<file path="src/rtl/arbitro_turni.sv">
// arbitro_turni: two-player turn arbiter in front of a round/game engine.
// It collects one move per player, presents both moves to the engine for one
// cycle, then waits for the round result and the optional game result.
// Ports:
//   clk, rst_n            clock, synchronous active-low reset
//   avvia, cfg_turni      start/restart request, game-length code for engine
//   p1_valid/mossa/ready  player 1 move handshake (move 00 is not stored)
//   p2_valid/mossa/ready  player 2 move handshake (move 00 is not stored)
//   primo_out/secondo_out moves to engine (carry cfg_turni during setup)
//   inizia_out            engine setup strobe, high for the whole setup phase
//   manche_in/partita_in  engine round result / game result
//   esito_valid/manche    one-cycle round result (00 = no engine answer)
//   partita_fine/esito    one-cycle game-over strobe, result held until avvia
//   occupato, num_manche  game in progress, rounds presented (saturating)
// Optional feature: define ARBITRO_TURNI_TIMEOUT_EN to end the game when a
// player leaves its slot empty for 255 collection cycles.
module arbitro_turni (
    input  logic       clk,
    input  logic       rst_n,
    input  logic       avvia,
    input  logic [3:0] cfg_turni,
    input  logic       p1_valid,
    input  logic [1:0] p1_mossa,
    output logic       p1_ready,
    input  logic       p2_valid,
    input  logic [1:0] p2_mossa,
    output logic       p2_ready,
    output logic [1:0] primo_out,
    output logic [1:0] secondo_out,
    output logic       inizia_out,
    input  logic [1:0] manche_in,
    input  logic [1:0] partita_in,
    output logic       esito_valid,
    output logic [1:0] esito_manche,
    output logic       partita_fine,
    output logic [1:0] partita_esito,
    output logic       occupato,
    output logic [4:0] num_manche
);

    typedef enum logic [2:0] {
        IDLE,
        SETUP,
        RACCOLTA,
        INVIO,
        ATTESA
    } stato_t;

    stato_t     stato;
    logic [1:0] slot1;
    logic [1:0] slot2;
    logic [1:0] attesaCnt;
    logic [1:0] partitaVista;

    logic       hs1;
    logic       hs2;
    logic [1:0] slot1Nxt;
    logic [1:0] slot2Nxt;
    logic       entrambi;
    logic [1:0] partitaOra;
    logic       fineAttesa;

`ifdef ARBITRO_TURNI_TIMEOUT_EN
    logic [7:0] raccoltaCnt;
`endif

    // A slot is empty when it holds 00; legal stored moves are never 00.
    assign hs1      = p1_valid & p1_ready;
    assign hs2      = p2_valid & p2_ready;
    assign slot1Nxt = (hs1 && p1_mossa != 2'b00) ? p1_mossa : slot1;
    assign slot2Nxt = (hs2 && p2_mossa != 2'b00) ? p2_mossa : slot2;
    assign entrambi = (slot1Nxt != 2'b00) && (slot2Nxt != 2'b00);

    // First nonzero game result seen during this wait wins.
    assign partitaOra = (partitaVista != 2'b00) ? partitaVista : partita_in;
    assign fineAttesa = (manche_in != 2'b00) || (attesaCnt == 2'd3);

    always_ff @(posedge clk) begin
        if (!rst_n) begin
            stato         <= IDLE;
            slot1         <= 2'b00;
            slot2         <= 2'b00;
            attesaCnt     <= 2'd0;
            partitaVista  <= 2'b00;
            p1_ready      <= 1'b0;
            p2_ready      <= 1'b0;
            primo_out     <= 2'b00;
            secondo_out   <= 2'b00;
            inizia_out    <= 1'b0;
            esito_valid   <= 1'b0;
            esito_manche  <= 2'b00;
            partita_fine  <= 1'b0;
            partita_esito <= 2'b00;
            occupato      <= 1'b0;
            num_manche    <= 5'd0;
`ifdef ARBITRO_TURNI_TIMEOUT_EN
            raccoltaCnt   <= 8'd0;
`endif
        end else begin
            inizia_out   <= 1'b0;
            primo_out    <= 2'b00;
            secondo_out  <= 2'b00;
            p1_ready     <= 1'b0;
            p2_ready     <= 1'b0;
            esito_valid  <= 1'b0;
            esito_manche <= 2'b00;
            partita_fine <= 1'b0;
            occupato     <= 1'b1;

            if (avvia) begin
                // Start or abort: any pending move or result is dropped.
                stato         <= SETUP;
                inizia_out    <= 1'b1;
                slot1         <= 2'b00;
                slot2         <= 2'b00;
                partita_esito <= 2'b00;
                if (stato == SETUP) begin
                    primo_out   <= primo_out;
                    secondo_out <= secondo_out;
                end else begin
                    {primo_out, secondo_out} <= cfg_turni;
                end
            end else begin
                unique case (stato)
                    IDLE: begin
                        occupato <= 1'b0;
                    end
                    SETUP: begin
                        stato      <= RACCOLTA;
                        num_manche <= 5'd0;
                        slot1      <= 2'b00;
                        slot2      <= 2'b00;
                        p1_ready   <= 1'b1;
                        p2_ready   <= 1'b1;
`ifdef ARBITRO_TURNI_TIMEOUT_EN
                        raccoltaCnt <= 8'd0;
`endif
                    end
                    RACCOLTA: begin
                        slot1 <= slot1Nxt;
                        slot2 <= slot2Nxt;
                        if (entrambi) begin
                            stato       <= INVIO;
                            primo_out   <= slot1Nxt;
                            secondo_out <= slot2Nxt;
                            if (num_manche != 5'd31)
                                num_manche <= num_manche + 5'd1;
                        end
`ifdef ARBITRO_TURNI_TIMEOUT_EN
                        else if (raccoltaCnt == 8'd255) begin
                            // The player still missing loses; 11 if both.
                            stato         <= IDLE;
                            occupato      <= 1'b0;
                            partita_fine  <= 1'b1;
                            partita_esito <= {slot1Nxt == 2'b00,
                                              slot2Nxt == 2'b00};
                            slot1         <= 2'b00;
                            slot2         <= 2'b00;
                        end
`endif
                        else begin
                            p1_ready <= (slot1Nxt == 2'b00);
                            p2_ready <= (slot2Nxt == 2'b00);
`ifdef ARBITRO_TURNI_TIMEOUT_EN
                            raccoltaCnt <= raccoltaCnt + 8'd1;
`endif
                        end
                    end
                    INVIO: begin
                        stato        <= ATTESA;
                        attesaCnt    <= 2'd0;
                        partitaVista <= 2'b00;
                    end
                    ATTESA: begin
                        if (fineAttesa) begin
                            esito_valid  <= 1'b1;
                            esito_manche <= manche_in;
                            slot1        <= 2'b00;
                            slot2        <= 2'b00;
                            if (partitaOra != 2'b00) begin
                                stato         <= IDLE;
                                occupato      <= 1'b0;
                                partita_fine  <= 1'b1;
                                partita_esito <= partitaOra;
                            end else begin
                                stato    <= RACCOLTA;
                                p1_ready <= 1'b1;
                                p2_ready <= 1'b1;
`ifdef ARBITRO_TURNI_TIMEOUT_EN
                                raccoltaCnt <= 8'd0;
`endif
                            end
                        end else begin
                            attesaCnt    <= attesaCnt + 2'd1;
                            partitaVista <= partitaOra;
                        end
                    end
                    default: begin
                        stato    <= IDLE;
                        occupato <= 1'b0;
                    end
                endcase
            end
        end
    end

endmodule

</file>
<file path="config.mk">
export PLATFORM = sky130hd
export DESIGN_NAME = arbitro_turni
export DESIGN_NICKNAME = d
export VERILOG_FILES = /design/src/rtl/arbitro_turni.sv
export SDC_FILE = /design/constraint.sdc
export NUM_CORES = 1
export LEC_CHECK = 0
export CORE_MARGIN = 1.5
export CORE_UTILIZATION = 31
export CTS_CLUSTER_SIZE = 30
export DETAILED_ROUTE_END_ITERATION = 8
export GPL_TIMING_DRIVEN = 1
export PLACE_DENSITY = 0.54
export SLEW_MARGIN = 20
export SYNTH_ARGS = -nofsm -noshare
export SYNTH_HDL_FRONTEND = slang
export SYNTH_SLANG_ARGS = --single-unit
</file>
<file path="constraint.sdc">
create_clock -name clk -period 2.4 [get_ports clk]
set_input_delay 0.36 -clock clk [delete_from_list [all_inputs] [get_ports clk]]
set_output_delay 0.36 -clock clk [all_outputs]
set_load 0.02 [all_outputs]
</file>
==> results of run 1 <==
[cells by family after synthesis]
kind of cell,after synthesis,synth area share [%]
flops,30,41.45
buf+inv,13,4.318
fa+ha+maj,3,2.591
compound gates,60,28.58
xor+xnor,1,0.6046
mux,1,0.7771
simple gates,55,21.68
[metrics by stage]
step | worst slack (ns) | cell area (µm²)
6_report | 0.4566 | 1946
3_3_place_gp | 0.2971 | 1854
3_5_place_dp | 0.2472 | 1854
5_1_grt | 0.3743 | 1946
4_1_cts | 0.4720 | 1946
2_1_floorplan | 0.5890 | 1449
[metal layers]
layer,routed length [µm],vias up,GRT usage [%]
met3,164,5,4.219
met1,1765,634,20.52
met5,0,-,0
met4,48,0,5.451
li1,-,683,-
met2,1589,32,20.78
[layout make-up]
class	instances	area, µm²	share of cell area, %
multi-input cells	120	785.8	40.39
well taps	52	65.06	3.344
repair buffers	39	380.4	19.55
inverters	6	22.52	1.158
flip-flops and latches	30	600.6	30.87
clock buffers	7	86.33	4.437
clock inverters	1	5.005	0.2572
[worst register-to-register path, stage by stage, from the launching register on]
cell	delay (ns)
dfxtp_1	0.34
ha_1	0.24
and3_1	0.20
ha_1	0.21
a221oi_2	0.37
o22ai_1	0.19
mux2_2	0.29
[registers in the layout, summed over array words and instances (netlist names)]
register / cells
partitaVista: 2
p1_ready: 1
esito_manche: 2
primo_out: 2
secondo_out: 2
p2_ready: 1
stato: 3
partita_esito: 2
slot2: 2
attesaCnt: 2
num_manche: 5
esito_valid: 1
inizia_out: 1
partita_fine: 1
slot1: 2
occupato: 1
[placed cells by master, fill, tap and decap left out, drive strengths merged, types with 6 or more instances in the layout]
cell,count
inv,6
a21o,6
nor2,11
nand2,6
clkbuf,7
nand3,8
clkdlybuf4s50,35
dfxtp,30
a21oi,16
o21ai,15
[power by group through the flow]
stage	registers [W]	clock network [W]	logic, W
floorplan	0.000531	0	0.0000514
global placement	0.000525	0	0.000112
detailed placement	0.000525	0	0.000114
CTS	0.000514	0.000426	0.000115
global route	0.000515	0.000457	0.000123
finish	0.000514	0.000411	0.000114
[path summary, 6_finish.rpt]
path	to	slack, ns	cells after the start
max	num_manche[0]$_SDFFE_PN0P_	0.46	6
max reg2reg	num_manche[0]$_SDFFE_PN0P_	0.46	6
min	attesaCnt[0]$_SDFFE_PN0P_	0.48	1
min reg2reg	attesaCnt[0]$_SDFFE_PN0P_	0.48	1
==> flow_summary.toml, run 1 <==
[outcome]
status = "finished, final reports clean"

[finish]
final_cells = 255
fillers = 432
n_antenna_cell = 0
layout-drive-gt1-share_pct = 10.84
fin_util_pct = 44.08
final_net_count = 222
area_growth_pct = 34.28

[placed_design]
gp_congestion = 0.7460
port_buffers = 35
dp_hpwl_um = 2773
placedCellCount = 247

[grt]
grt_pass1_wl_um = 5878
grt_max_degree = 12
gr-total-overflow = 0
track_usage_pct = 14.48
antenna_found_initial = 0
grt_pass1_vias = 1249

[run]
drv_cap = 0

[power]
p_int_w = 0.0007959
p_switching_w = 0.0002432
totalPowerFinal_w = 0.001039
p_leak_nw = 0.6900
power_frac_seq_pct = 49.5
p_per_area_nw_per_um2 = 534.1
sw_frac_of_total_pct = 23.40
vdd_ir_drop_max_mv = 0.1857
pwr-share-clk_pct = 39.5
p_comb_share_pct = 11.0

[synth]
synthArstFlopShare_pct = 0
synth_edf_count = 0
synth_common_cells = "30 x dfxtp_1, 16 x a21oi_1, 15 x o21ai_0, 10 x nor2_1, 8 x nand3_1"
synth_seq_cells = 30
yosys-top-cells-area = "dfxtp_1 41%, a21oi_1 5.5%, o21ai_0 5.2%, a22o_1 3.0%, nand3_1 2.8%"
syn_nets = 183
yosysMostFrequentCell = "dfxtp_1"
ys_warn_count = 0
syn_avg_cell_area_um2 = 8.889
synth_area_leader_cell = "dfxtp_1"
synthCells = 163
yosysSeqAreaShare_pct = 41.45
ys_types = 44
synth_ff_type = "dfxtp_1"
yosysTopAreaCellShare_pct = 41.45
synth.cell_area_um2 = 1449

[routing]
vias_per_cell = 5.310
wire_per_inst_um = 13.99
first_pass_iters = 4
drtIter0Drc = 58
drt_drc_violations_left = 0
antenna_left = 0
drt-total-wl_um = 3567
num_vias = 1354

[sta]
final.min_clock_period_ns = 1.943
skew_ns = 0.003790
maxSlewHeadroom_pct = 57.01
rsz0062_at_grt = "false"
worstMarginPinSlew_ns = 0.6434
hold_violations = 0
finalHoldWorstSlack_ns = 0.4827
fin_setup_tns_ns = 0
finalSetupViolCount = 0
final.period_utilization_pct = 80.98
fmax_mhz = 514.6
slew_violations = 0

[worst_setup_path]
cpLargestDelayFamily = "compound AO/OA/AOI/OAI gates"
crit_path_top_delay_cell = "a221oi_2"
worstPathArrival_ns = 2.11
setup.worst_path.start = "num_manche[0]$_SDFFE_PN0P_"
required_ns = 2.57
slowest_delay_ns = 0.37
path_max_fanout = 6
path_class = "reg -> reg"
reg2reg_from = "num_manche[0]$_SDFFE_PN0P_"
endpoint_kind = "flop"
crit_top_cell = "ha_1"
crit_buf_inv = 0
cp-start-kind = "flop"
cp_cell_sequence = "ha_1 > and3_1 > ha_1 > a221oi_2 > o22ai_1 > mux2_2"

[clocking]
post_cts_buffers = 0
cts_hold_buffers = 0
ctsRootBufferMaster = "clkbuf_8"
cts_resized = 0
clk_path_buf_depth = 2
numClockSinks = 30
cts_made_buffers = 5
insertion_delay_ns = 0.28
htreeDepth = 2
clk_pin_slew_worst_paths_ns = 0.06
cts_tree = "yes"

[worst_hold_path]
hold_start = "attesaCnt[0]$_SDFFE_PN0P_"
hold_class = "reg -> reg"

[floorplanning]
core_um2 = 4414
rows = 24
die-width_um = 71.37
initial_core_util_pct = 32.82
fp.dieH_um = 71.37
dieArea_um2 = 5093
io_pins = 36
Note: power is estimated with default switching activity, not from simulation.
==> run 2: changes to the inputs <==
Settings changed: PLACE_DENSITY 0.54 to 0.56.
Clock period 2.4 ns to 1.6 ns, I/O delays scaled along.
==> flow_summary.toml, run 2 (synthesis gave the netlist of run 1 again) <==
[routing]
drtIter0Drc = 66
num_vias = 1479
wire_per_inst_um = 13.82
first_pass_iters = 4
vias_per_cell = 5.153
antenna_left = 0
drt_drc_violations_left = 0
drt-total-wl_um = 3966

[worst_setup_path]
endpoint_kind = "flop"
cp-start-kind = "flop"
r2r_end = "num_manche[0]$_SDFFE_PN0P_"
rrSetupSlack_ns = -0.07
path_class = "reg -> reg"
worstPathArrival_ns = 1.84
setup.worst_path.start = "num_manche[1]$_SDFFE_PN0P_"
cp_cell_sequence = "ha_4 > and3_4 > ha_4 > a221oi_4 > o22ai_2 > mux2_4"
slowest_delay_ns = 0.35
reg2reg_depth = 6
cp-endpoint = "num_manche[0]$_SDFFE_PN0P_"
crit_path_top_delay_cell = "dfxtp_4"
crit_top_cell = "ha_4"
reg2reg_from = "num_manche[1]$_SDFFE_PN0P_"
path_max_fanout = 5
required_ns = 1.77

[grt]
grt_pass1_vias = 1480
track_usage_pct = 16.56
grt_max_degree = 12
grt_pass1_wl_um = 6651
gr-total-overflow = 0
antenna_found_initial = 0

[finish]
final_cells = 287
n_antenna_cell = 0
largest_reg_flops = 5
fillers = 420
area_growth_pct = 56.65
final_cell_mix = "36 x buf_4, 30 x clkdlybuf4s50_1, 27 x dfxtp_1"
top_register = "num_manche"
seq_area_um2 = 609.3
largestRegisters = "num_manche (5), stato (3)"
final_common_cell = "buf_4"
layout-drive-gt1-share_pct = 28.09
multi_input_area_um2 = 859.6
final_net_count = 254

[sta]
finalSetupViolCount = 4
maxSlewHeadroom_pct = 75.49
setup_ws_ns = -0.07233
skew_ns = 0.005772
rsz0062_at_grt = "true"
fmax_mhz = 598.0
final.period_utilization_pct = 104.5
slew_violations = 0
final.min_clock_period_ns = 1.672
worstMarginPinSlew_ns = 0.3661
hold_violations = 0

[placed_design]
port_buffers = 35
pre_cts_slack_ns = -0.2899
dp_hpwl_um = 3104
gp_congestion = 0.8252
placedCellCount = 276

[worst_hold_path]
hold_class = "reg -> reg"

[clocking]
clk_pin_slew_worst_paths_ns = 0.06
cts_hold_buffers = 0
ctsRootBufferMaster = "clkbuf_8"
cts_made_buffers = 5
clk_path_buf_depth = 2
numClockSinks = 30
cts_tree = "yes"
htreeDepth = 2
insertion_delay_ns = 0.28

[floorplanning]
fp.dieH_um = 71.37
initial_core_util_pct = 32.82
die-width_um = 71.37
core_um2 = 4414
dieArea_um2 = 5093
io_pins = 36
rows = 24

[outcome]
violations = "negative setup slack"
status = "complete, but fails checks"

[power]
p_leak_nw = 0.9485
vdd_ir_drop_max_mv = 0.3001
p_per_area_nw_per_um2 = 706.2

[run]
drv_cap = 0
## run 2: changes by cell type in the layout (fill, tap and decap cells not counted), sizes merged
cell           change
dlygate4sd2        +3
dlymetal6s2s       +2
buf               +32
clkdlybuf4s50      -5
## run 2: metrics by stage
step,power (W),area (µm²),hold slack [ns],util (%),TNS (ns)
2_1_floorplan,0.0008706,1501,0.3617,-,0
3_3_place_gp,0.0009813,2125,0.4571,48.13,-3.111
3_5_place_dp,0.0009856,2125,0.4647,48.13,-3.213
4_1_cts,0.001616,2226,0.4772,50.43,-0.1763
5_1_grt,0.001678,2270,0.5036,51.42,-0.4161
6_report,0.001603,2270,0.4791,51.42,-0.2094
## run 2: power by group
part / switching [W] / internal (W) / leakage [nW]
clock: 0.000280 / 0.000346 / 0.0482
combinational: 0.0000962 / 0.000116 / 0.655
sequential: 0.00000798 / 0.000757 / 0.246
## run 2: worst min-delay path by stage
stage	startpoint	to	slack, ns	cells past startpoint
after floorplan	manche_in[0]	esito_manche[0]$_SDFF_PP0_	0.36	1
after global placement	attesaCnt[0]$_SDFFE_PN0P_	attesaCnt[0]$_SDFFE_PN0P_	0.46	1
after detailed placement	attesaCnt[0]$_SDFFE_PN0P_	attesaCnt[0]$_SDFFE_PN0P_	0.46	1
after CTS	attesaCnt[0]$_SDFFE_PN0P_	attesaCnt[0]$_SDFFE_PN0P_	0.48	1
after global routing	attesaCnt[0]$_SDFFE_PN0P_	attesaCnt[0]$_SDFFE_PN0P_	0.50	1
final	partita_esito[0]$_SDFFE_PP0P_	partita_esito[0]$_SDFFE_PP0P_	0.48	2
## run 2: layer usage
layer  up-vias  track usage [%]  share of wire [%]
met1       699            20.31                 46
met5         -                0                  0
met4         0            5.660               0.73
li1        748                -                  -
met2        28            28.19                 49
met3         4            4.219                4.0
## run 2: layout make-up
type / instances / area share [%]
repair buffers: 71 / 27.40
clock inverters: 1 / 0.2205
clock buffers: 7 / 3.804
multi-input cells: 120 / 37.87
well taps: 52 / 2.867
flip-flops and latches: 30 / 26.85
inverters: 6 / 0.9923
## run 2: timing repair
item                                    CTS  global route
endpoints found under the setup margin    6            19
setup buffers                             1             2
gates resized for setup                   4             9
pin swaps                                 1             3
## run 2: worst max-delay path: cells and delay by family, from the launching register on
kind,cells,cell delay [ns]
and+or+nand+nor,1,0.18
DFF,1,0.35
adders and majority gates,2,0.33
AOI/OAI and AO/OA,2,0.44
muxes,1,0.27
